[src/rtl/leading_one_scan.sv]
// rtl/leading_one_scan.sv - multi-cycle leading/trailing-one detector with valid/ready handshakes
// Scans CHUNK bits per clock from the MSB (mode 0) or LSB (mode 1) and reports the first set bit.
module leading_one_scan #(
   parameter int WIDTH = 16,
   parameter int CHUNK = 4
) (
   input  logic                     clk,
   input  logic                     rst_n,
   input  logic                     in_valid,
   output logic                     in_ready,
   input  logic [WIDTH-1:0]         in_data,
   input  logic                     in_mode,
   output logic                     out_valid,
   input  logic                     out_ready,
   output logic [$clog2(WIDTH)-1:0] out_pos,
   output logic                     out_zero
);

   localparam int NCHUNK = WIDTH / CHUNK;
   localparam int POS_W  = $clog2(WIDTH);
   localparam int IDX_W  = (NCHUNK > 1) ? $clog2(NCHUNK) : 1;

   typedef enum logic [1:0] {IDLE, SCAN, DONE} state_t;

   state_t             state;
   logic [WIDTH-1:0]   data_q;
   logic               mode_q;
   logic [IDX_W-1:0]   idx_q;

   logic [CHUNK-1:0]   chunk;
   logic               chunk_nz;
   logic               last_chunk;
   logic [POS_W-1:0]   hit_pos;
   logic [IDX_W-1:0]   first_idx;
   int                 offset;

   always_comb begin
      chunk  = CHUNK'(data_q >> (idx_q * CHUNK));
      offset = 0;
      // Later hits overwrite earlier ones, so the loop direction picks highest or lowest bit.
      if (mode_q) begin
         for (int i = CHUNK - 1; i >= 0; i--) begin
            if (chunk[i]) offset = i;
         end
      end else begin
         for (int i = 0; i < CHUNK; i++) begin
            if (chunk[i]) offset = i;
         end
      end
      hit_pos    = POS_W'(int'(idx_q) * CHUNK + offset);
      chunk_nz   = |chunk;
      last_chunk = mode_q ? (idx_q == IDX_W'(NCHUNK - 1)) : (idx_q == '0);
      first_idx  = in_mode ? '0 : IDX_W'(NCHUNK - 1);
   end

   always_ff @(posedge clk or negedge rst_n) begin
      if (!rst_n) begin
         state     <= IDLE;
         data_q    <= '0;
         mode_q    <= 1'b0;
         idx_q     <= '0;
         in_ready  <= 1'b1;
         out_valid <= 1'b0;
         out_pos   <= '0;
         out_zero  <= 1'b0;
      end else begin
         case (state)
            IDLE: begin
               if (in_valid) begin
                  data_q   <= in_data;
                  mode_q   <= in_mode;
                  idx_q    <= first_idx;
                  in_ready <= 1'b0;
                  state    <= SCAN;
               end
            end
            SCAN: begin
               if (chunk_nz) begin
                  out_pos   <= hit_pos;
                  out_zero  <= 1'b0;
                  out_valid <= 1'b1;
                  state     <= DONE;
               end else if (last_chunk) begin
                  out_pos   <= '0;
                  out_zero  <= 1'b1;
                  out_valid <= 1'b1;
                  state     <= DONE;
               end else begin
                  idx_q <= mode_q ? idx_q + IDX_W'(1) : idx_q - IDX_W'(1);
               end
            end
            DONE: begin
               if (out_ready) begin
                  out_valid <= 1'b0;
                  in_ready  <= 1'b1;
                  state     <= IDLE;
               end
            end
            default: state <= IDLE;
         endcase
      end
   end

endmodule

[config.mk]
export PLATFORM = sky130hd
export DESIGN_NAME = leading_one_scan
export DESIGN_NICKNAME = d
export VERILOG_FILES = /design/src/rtl/leading_one_scan.sv
export SDC_FILE = /design/constraint.sdc
export NUM_CORES = 1
export LEC_CHECK = 0
export BUFFER_PORTS_ARGS = -buffer_cell sky130_fd_sc_hd__buf_4
export CAP_MARGIN = 20
export CELL_PAD_IN_SITES_DETAIL_PLACEMENT = 1
export CELL_PAD_IN_SITES_GLOBAL_PLACEMENT = 1
export CORE_MARGIN = 1.5
export CORE_UTILIZATION = 40
export CTS_CLUSTER_DIAMETER = 150
export DETAILED_ROUTE_END_ITERATION = 16
export GPL_ROUTABILITY_DRIVEN = 0
export PLACE_DENSITY_LB_ADDON = 0.1
export SLEW_MARGIN = 15
export SYNTH_ARGS = -nofsm -noshare
export SYNTH_HDL_FRONTEND = slang
export SYNTH_SLANG_ARGS = --single-unit
[constraint.sdc]
create_clock -name clk -period 3 [get_ports clk]
set_input_delay 0.15 -clock clk [delete_from_list [all_inputs] [get_ports clk]]
set_output_delay 0.15 -clock clk [all_outputs]
set_load 0.1 [all_outputs]
# Yosys cells after proc, flatten, opt, wreduce, memory -nomap -nowiden
# Index checks and enable logic that the tools add are counted.
dict set report classes {
  muxes 30
  eq_ne 8
  n_reduce_logical 13
  add_sub_neg 3
  shifts 1
}
# cell count
set op_table {}
lappend op_table {{4-bit two-way mux} 7}
lappend op_table {{2-bit two-way mux} 11}
lappend op_table {{16-bit by 4-bit >> shifter with 4-bit output} 1}
lappend op_table {{3-bit AND reduction} 3}
lappend op_table {{1-bit two-way mux} 8}
lappend op_table {{2-bit != test (second input constant)} 4}
lappend op_table {{2-bit nonzero test} 4}
lappend op_table {{2-bit one-hot mux with 3 select lines} 1}
lappend op_table {{4-bit adder} 1}
lappend op_table {{2-bit == test (second input constant)} 2}
lappend op_table {{2-bit logical NOT} 2}
lappend op_table {{1-bit one-hot mux with 2 select lines} 2}
lappend op_table {{2-bit one-hot mux with 2 select lines} 1}
lappend op_table {{2-bit AND reduction} 2}
lappend op_table {{4-bit AND reduction} 1}
lappend op_table {{4-bit OR reduction} 1}
lappend op_table {{3-bit != test (second input constant)} 1}
lappend op_table {{2-bit by 1-bit adder with 2-bit output (second input constant)} 1}
lappend op_table {{2-bit by 1-bit == test with 1-bit output (second input constant)} 1}
lappend op_table {{2-bit by 1-bit subtractor with 2-bit output (second input constant)} 1}
dict set report word_totals {
  wordCells 63
  inputBits 21
  output_inout_bits 7
  ff_bits 28
}

# Longest topological paths before layout
# Gate-level depths: netlist of run 1.
dict set report depth {
  ltp_word 8
  depth_mapped 6
  mapped_depth_nobuf 4
}

# Worst setup path after synthesis of run 1
# No wires, ideal clock.
dict set report synth_timing {
  path_kind {register -> register}
  start {reg idx_q[0]}
  end {reg idx_q[1]}
  path_buffers 2
  path_stages_with_launch 7
  arrival_ns 2.112
  required_time_ns 2.876
  synth_period_minus_slack_ns 2.236
  setup_slack_ns 0.764
  setup_ns 0.124
  cell_sequence {dfrtp_1 buf_6 mux4_2 or4_1 buf_2 o22a_1 a211o_1}
}
dict set report synth_via {
  elab_chain_cells 5
  word_cells_on_any_way 14
  cone_classes {2 x add/sub; 3 x eq/ne; 1 x shift; 5 x mux; 3 x reduce/logical}
}
# item line
set synth_lines {}
lappend synth_lines {{from (decl)} 28} ;# logic [IDX_W-1:0] idx_q;
lappend synth_lines {{from (signal assigned)} 72} ;# idx_q <= first_idx;
lappend synth_lines {{from (signal assigned)} 89} ;# idx_q <= mode_q ? idx_q + IDX_W'(1) : idx_q - IDX_W'(1);
lappend synth_lines {{parallel branches: the longest is 5 deep, another holds 16-bit by 4-bit >> shifter with 4-bit output} n/a}
# Several ways; the timed one is not identified. The select of a mux whose other input is x is not followed.
# A chain may end at the register's enable or synchronous reset.

# Final worst setup path of run 1
# Ends and elaborated chain as after synthesis.

==> results of run 1 <==
## worst max-delay path, cell delays in order (launching register included)
cell     delay (ps)
dfrtp_1         640
mux4_2          590
or4_1           660
o22a_1          260
a211o_1         300
## cell usage in the layout (no fill, tap or decap)
master and n:
o21ai_1 1, nor2_1 5, dfstp_2 1, a22o_1 3, nand2b_1 2, nor3_1 1
and2_1 1, nor2b_1 2, buf_4 28, o22a_1 1, or3_1 1, nand3_1 2
mux4_2 4, o32a_1 1, a21o_1 1, dlygate4sd3_1 3, nand2_1 5, mux2_2 17
xor2_1 1, o21ai_2 1, a211oi_1 1, o21bai_1 1, a211o_1 1, inv_1 4
clkbuf_8 1, or4_1 1, clkbuf_4 3, a21oi_1 5, or2_2 1, a32o_1 1
o21ai_0 3, dfrtp_1 27
## repair_timing
action | in CTS | in global routing
endpoints found under the hold margin | 29 | 1
resized for setup | 0 | 0
hold buffers | 2 | 1
## power by group through the flow
stage / Sequential (mW) / Clock (mW) / Combinational [mW]
4_1_cts: 0.740 / 0.195 / 1.04
6_report: 0.734 / 0.187 / 1.04
5_1_grt: 0.768 / 0.212 / 1.12
2_1_floorplan: 0.977 / 0 / 0.579
3_3_place_gp: 0.742 / 0 / 1.00
3_5_place_dp: 0.749 / 0 / 1.04
## routing by layer
metal | GRT usage (%) | up-vias | part of all wire [%]
met5 | 0 | - | 0
met4 | 6.67 | 0 | 1.2
met3 | 3.28 | 3 | 3.6
met2 | 29.7 | 21 | 52
met1 | 21.9 | 460 | 43
li1 | - | 421 | -
## stage by stage
stage                     util, %  power, mW  area [sq um]
after floorplan                 -       1.56          1280
after global placement       49.7       1.75          1520
after detailed placement     49.7       1.79          1520
after CTS                    51.5       1.98          1570
after global routing         51.8       2.10          1580
final                        51.8       1.96          1580
## worst paths after layout
kind	endpoint	start	cells after the start
min in group asynchronous	idx_q[1]	rst_n	2
setup reg to reg	idx_q[1]	idx_q[0]	4
hold / removal	data_q[5]	in_data[5]	2
max in group asynchronous	in_ready	rst_n	2
hold reg to reg	data_q[10]	data_q[10]	1
setup / recovery	idx_q[1]	idx_q[0]	4
## sequential cells by signal (all words and copies together) (netlist names)
name and cells:
data_q 16, out_pos 4, idx_q 2, state 2
in_ready 1, mode_q 1, out_valid 1, out_zero 1
## layout make-up
type | count | area, sq um
Fill cell | 348 | 1470
Inverter | 4 | 15.0
Clock buffer | 4 | 36.3
Sequential cell | 28 | 702
Multi-Input combinational cell | 63 | 534
Tap cell | 44 | 55.1
Timing Repair Buffer | 31 | 240
## cells by family after synthesis
kind of cell | share of synthesized area, %
XOR/XNOR | 0.685
multiplexers | 22.0
buffers and inverters | 3.33
AND/OR/NAND/NOR | 8.12
flip-flops | 54.9
AO/OA/AOI/OAI | 11.0
==> qor.yml, run 1 <==
routing:
  num_vias: 905
  wirelength_mm: 2.57
  drc: 0
  via_per_inst: 5.20
  drt_pass1_iterations: 3
  drt_iter0_drc: 15
  avgRoutedWirePerCell_um: 14.7
  ant_nets: 0
placed_design:
  post-place-ws_ps: 475
  dp_cells: 167
  numPortBuffers: 27
  dp_hpwl_mm: 1.90
sta:
  setup-tns-final_ps: 0
  rsz0062_at_grt: "false"
  tightest_slew_ps: 434
  setup_violations: 0
  relSlewSlack_pct: 71.0
  finalHoldViolCount: 0
  fmaxAchievable_ghz: 0.391
  finalClockSkew_ps: 8.89
  fin_ws_ps: 442
  period_needed_ps: 2560
  maxSlewViolCount: 0
  timing.hold.ws_ps: 28.5
  finalCritPeriodShare_pct: 85.3
floorplan:
  initial_core_util_pct: 41.9
  core-area_sq_um: 3050
  die_x_um: 59.5
  ios: 28
  die-area_sq_um: 3550
  rows: 20
  die_h_um: 59.5
worst_hold_path:
  min_path_type: "in -> reg"
worst_setup_path:
  r2r_slack_ps: 440
  crit_fanout: 10
  worst-setup-path-type: "reg -> reg"
  cp.required_ps: 3240
  crit_arrival_ps: 2800
  cp-end-kind: "register"
  start_kind: "register"
logic_synthesis:
  synth_common_cells: "dfrtp_1 (27), mux2_2 (17), a21oi_1 (5), nand2_1 (5), nor2_1 (5)"
  async_reset_ff_share_pct: 100
  ys_types: 31
  yosysMostFrequentCell: "dfrtp_1"
  syn_inst: 100
  yosys_warnings: 0
  synth_largest_type_area_fraction_pct: 52.8
  ys.flop_type: "dfrtp_1"
  synthTopCellsByArea: "dfrtp_1 (53%), mux2_2 (15%), mux4_2 (7.0%)"
  synth_fp_nets: 121
  synth_area_sq_um: 1280
  synth-edff-count: 0
  synth_seq_cells: 28
  yosysTopAreaCell: "dfrtp_1"
  syn_avg_cell_area_sq_um: 12.8
  seq_area_frac_synth_pct: 54.9
power_and_ir_drop:
  swShare_pct: 45.6
  p_per_area_nw_per_um2: 1240
  power.leakage_nw: 0.708
  p_int_mw: 1.06
  vdd_drop_max_mv: 0.362
  p_sw_mw: 0.891
  power_frac_seq_pct: 37.5
  combPwrFrac_pct: 52.9
  pwr-share-clk_pct: 9.5
cts:
  cts_buffers: 3
  cts_buffer_depth: 2
  clock_sinks: 28
  cts_tree: "yes"
  cts.clk_slew.worst_paths_ps: 150
  root_buffer: "clkbuf_4"
  insertion_delay_ps: 340
  htree_levels: 1
  cts_setup_buffers: 0
cells_and_area:
  final_layout_size_suffix_gt1_share_pct: 43.1
  antenna_cells: 0
  nets: 152
  areaGrowthSynthToFinish_pct: 23.8
  final_cells: 174
run:
  maxCapViolCount: 0
global_route:
  grt_start_max_net_pins: 29
  grt_pass1_wl_mm: 4.46
  antenna_found_initial: 0
  overflow: 0
  first_global_vias: 942
  grt_util_all_layers_pct: 17.4
status:
  status: "finished, final reports clean"
Power figures use the tool's default switching activity.
==> run 2: changes to the inputs <==
- CORE_UTILIZATION: 40 -> 42
- CTS_CLUSTER_SIZE: default -> 24
==> run 2 against run 1 <==
Critical path depth stayed put. Routed wire length is 4.7% lower. Total power is 0.53% lower. Sequential power hardly changed. Clock skew is 2.1 ps lower. Worst hold slack better by 9.2 ps. Cell count is 8.0% lower. Largest power group unchanged.
==> qor.yml, run 2 (same netlist as run 1, synthesis figures left out) <==
status:
  status: "finished, final reports clean"
sta:
  fmaxAchievable_ghz: 0.392  # +0.26%
  setup-tns-final_ps: 0  # unchanged
  finalHoldViolCount: 0  # unchanged
  tightest_slew_ps: 435  # +0.293 ps
  rsz0062_at_grt: "false"
  finalCritPeriodShare_pct: 85.1  # -0.22 points
  period_needed_ps: 2550  # -6.63 ps
  maxSlewViolCount: 0  # unchanged
  setup_violations: 0  # unchanged
  fin_ws_ps: 448  # +6.63 ps
  finalClockSkew_ps: 6.80  # -2.09 ps
  relSlewSlack_pct: 71.0  # about the same
  timing.hold.ws_ps: 37.7  # +9.21 ps
power_and_ir_drop:
  p_int_mw: 1.06  # -0.12%
  power.leakage_nw: 0.704  # -0.59%
  swShare_pct: 45.4  # -0.22 points
  p_sw_mw: 0.882  # -1.0%
  p_per_area_nw_per_um2: 1250  # +1.2%
  vdd_drop_max_mv: 0.451  # +25%
  power_frac_seq_pct: 37.7  # +0.2 points
  combPwrFrac_pct: 52.8  # about the same
  pwr-share-clk_pct: 9.5  # about the same
  finalPower_mw: 1.95  # -0.53%
routing:
  wirelength_mm: 2.45  # -4.7%
  ant_nets: 0  # unchanged
  drc: 0  # unchanged
  drt_pass1_iterations: 6  # +3
  avgRoutedWirePerCell_um: 15.3  # +3.7%
  num_vias: 886  # -2.1%
  drt_iter0_drc: 22  # +7
  via_per_inst: 5.54  # +6.5%
worst_setup_path:
  cp.required_ps: 3230  # about the same
  crit_fanout: 10  # unchanged
  cp-end-kind: "register"
  start_kind: "register"
  worstRegToRegCells: 4  # unchanged
  reg2reg_to: "idx_q[1]"
  worst-setup-path-type: "reg -> reg"
  r2r-start: "idx_q[0]"
  r2r_slack_ps: 450  # about the same
  crit_arrival_ps: 2780  # -20 ps
cells_and_area:
  nets: 151  # -0.66%
  layout_commonest_cell: "buf_4"
  largest_reg_flops: 16  # unchanged
  top_regs: "data_q (16), out_pos (4)"
  areaGrowthSynthToFinish_pct: 21.7
  n_fill_cell: 298  # -14%
  final_layout_size_suffix_gt1_share_pct: 43.4  # +0.33 points
  largest-register: "data_q"
  antenna_cells: 0  # unchanged
  final_cell_mix: "buf_4 (28), dfrtp_1 (27), mux2_2 (17)"
floorplan:
  initial_core_util_pct: 45.2  # +3.3 points
  die-area_sq_um: 3380  # -4.5%
  core-area_sq_um: 2830  # -7.3%
  die_h_um: 58.2  # -2.3%
  ios: 28  # unchanged
  rows: 19  # -5.0%
  die_x_um: 58.2  # -2.3%
placed_design:
  dp_hpwl_mm: 1.85  # -2.5%
  numPortBuffers: 27  # unchanged
  post-place-ws_ps: 477  # +2.22 ps
global_route:
  first_global_vias: 952  # +1.1%
  overflow: 0  # unchanged
  antenna_found_initial: 0  # unchanged
  grt_util_all_layers_pct: 16.6  # -0.80 points
  grt_start_max_net_pins: 29  # unchanged
  grt_pass1_wl_mm: 4.34  # -2.8%
worst_hold_path:
  min_path_type: "in -> reg"
  hold_depth: 2  # unchanged
  hold_start: "in_data[13]"
  whs_endpoint: "data_q[13]"
cts:
  cts_setup_buffers: 0  # unchanged
  root_buffer: "clkbuf_4"
  insertion_delay_ps: 330  # about the same
  htree_levels: 1  # unchanged
  cts_resized: 0  # unchanged
  cts_buffer_depth: 2  # unchanged
  cts_buffers: 3  # unchanged
  clock_sinks: 28  # unchanged
  cts.clk_slew.worst_paths_ps: 150  # about the same
  cts_tree: "yes"
run:
  maxCapViolCount: 0  # unchanged
[run 2: changes by cell type in the layout (fill, tap and decap cells not counted)]
cell / before / now
dlygate4sd3_1: 3 / 2
[run 2: power groups by stage]
stage / Clock (mW) / Sequential, mW / Combinational [mW]
floorplan: 0 / 0.977 / 0.579
global placement: 0 / 0.740 / 1.00
detailed placement: 0 / 0.750 / 1.03
CTS: 0.190 / 0.739 / 1.04
global route: 0.205 / 0.767 / 1.11
finish: 0.184 / 0.733 / 1.03
[run 2: worst max-delay path by stage]
stage | start | endpoint | slack, ps | depth (start not counted)
2_1_floorplan | idx_q[0] | idx_q[1] | 760 | 6
3_3_place_gp | idx_q[0] | idx_q[1] | 540 | 4
3_5_place_dp | idx_q[0] | idx_q[1] | 480 | 4
4_1_cts | idx_q[0] | idx_q[1] | 450 | 4
5_1_grt | idx_q[0] | idx_q[1] | 320 | 4
6_report | idx_q[0] | idx_q[1] | 450 | 4
[run 2: cell type report]
cell class                      instances  area [sq um]  area share [%]
Sequential cell                        28           702            45.1
Inverter                                4          15.0           0.965
Multi-Input combinational cell         63           534            34.3
Clock buffer                            4          36.3            2.33
Tap cell                               31          38.8            2.49
Timing Repair Buffer                   30           230            14.8
[run 2: metrics by stage]
step                utilization [%]  area (sq um)  instances
detailed placement             53.0          1500        154
floorplan                         -          1280        100
global placement               53.0          1500        154
finish                         55.0          1560        160
CTS                            55.0          1560        160
global route                   55.0          1560        160
[run 2: timing repair]
| action | CTS | global route |
|---|---|---|
| hold buffers | 2 | 0 |
| hold endpoints to repair | 28 | 0 |
| endpoints found under the setup margin | 0 | 0 |
[run 2: worst max-delay path: stages, from the launching register on]
cell and delay (ps):
dfrtp_1 640, mux4_2 600, or4_1 660, o22a_1 260, a211o_1 300
[run 2: per-layer routing]
layer  vias up  track usage [%]  wire length (um)
met5         -                0                 0
met4         0             5.65                27
met3         4             2.46               108
met2        24             27.4              1200
met1       442             22.5              1110
li1        416                -                 -
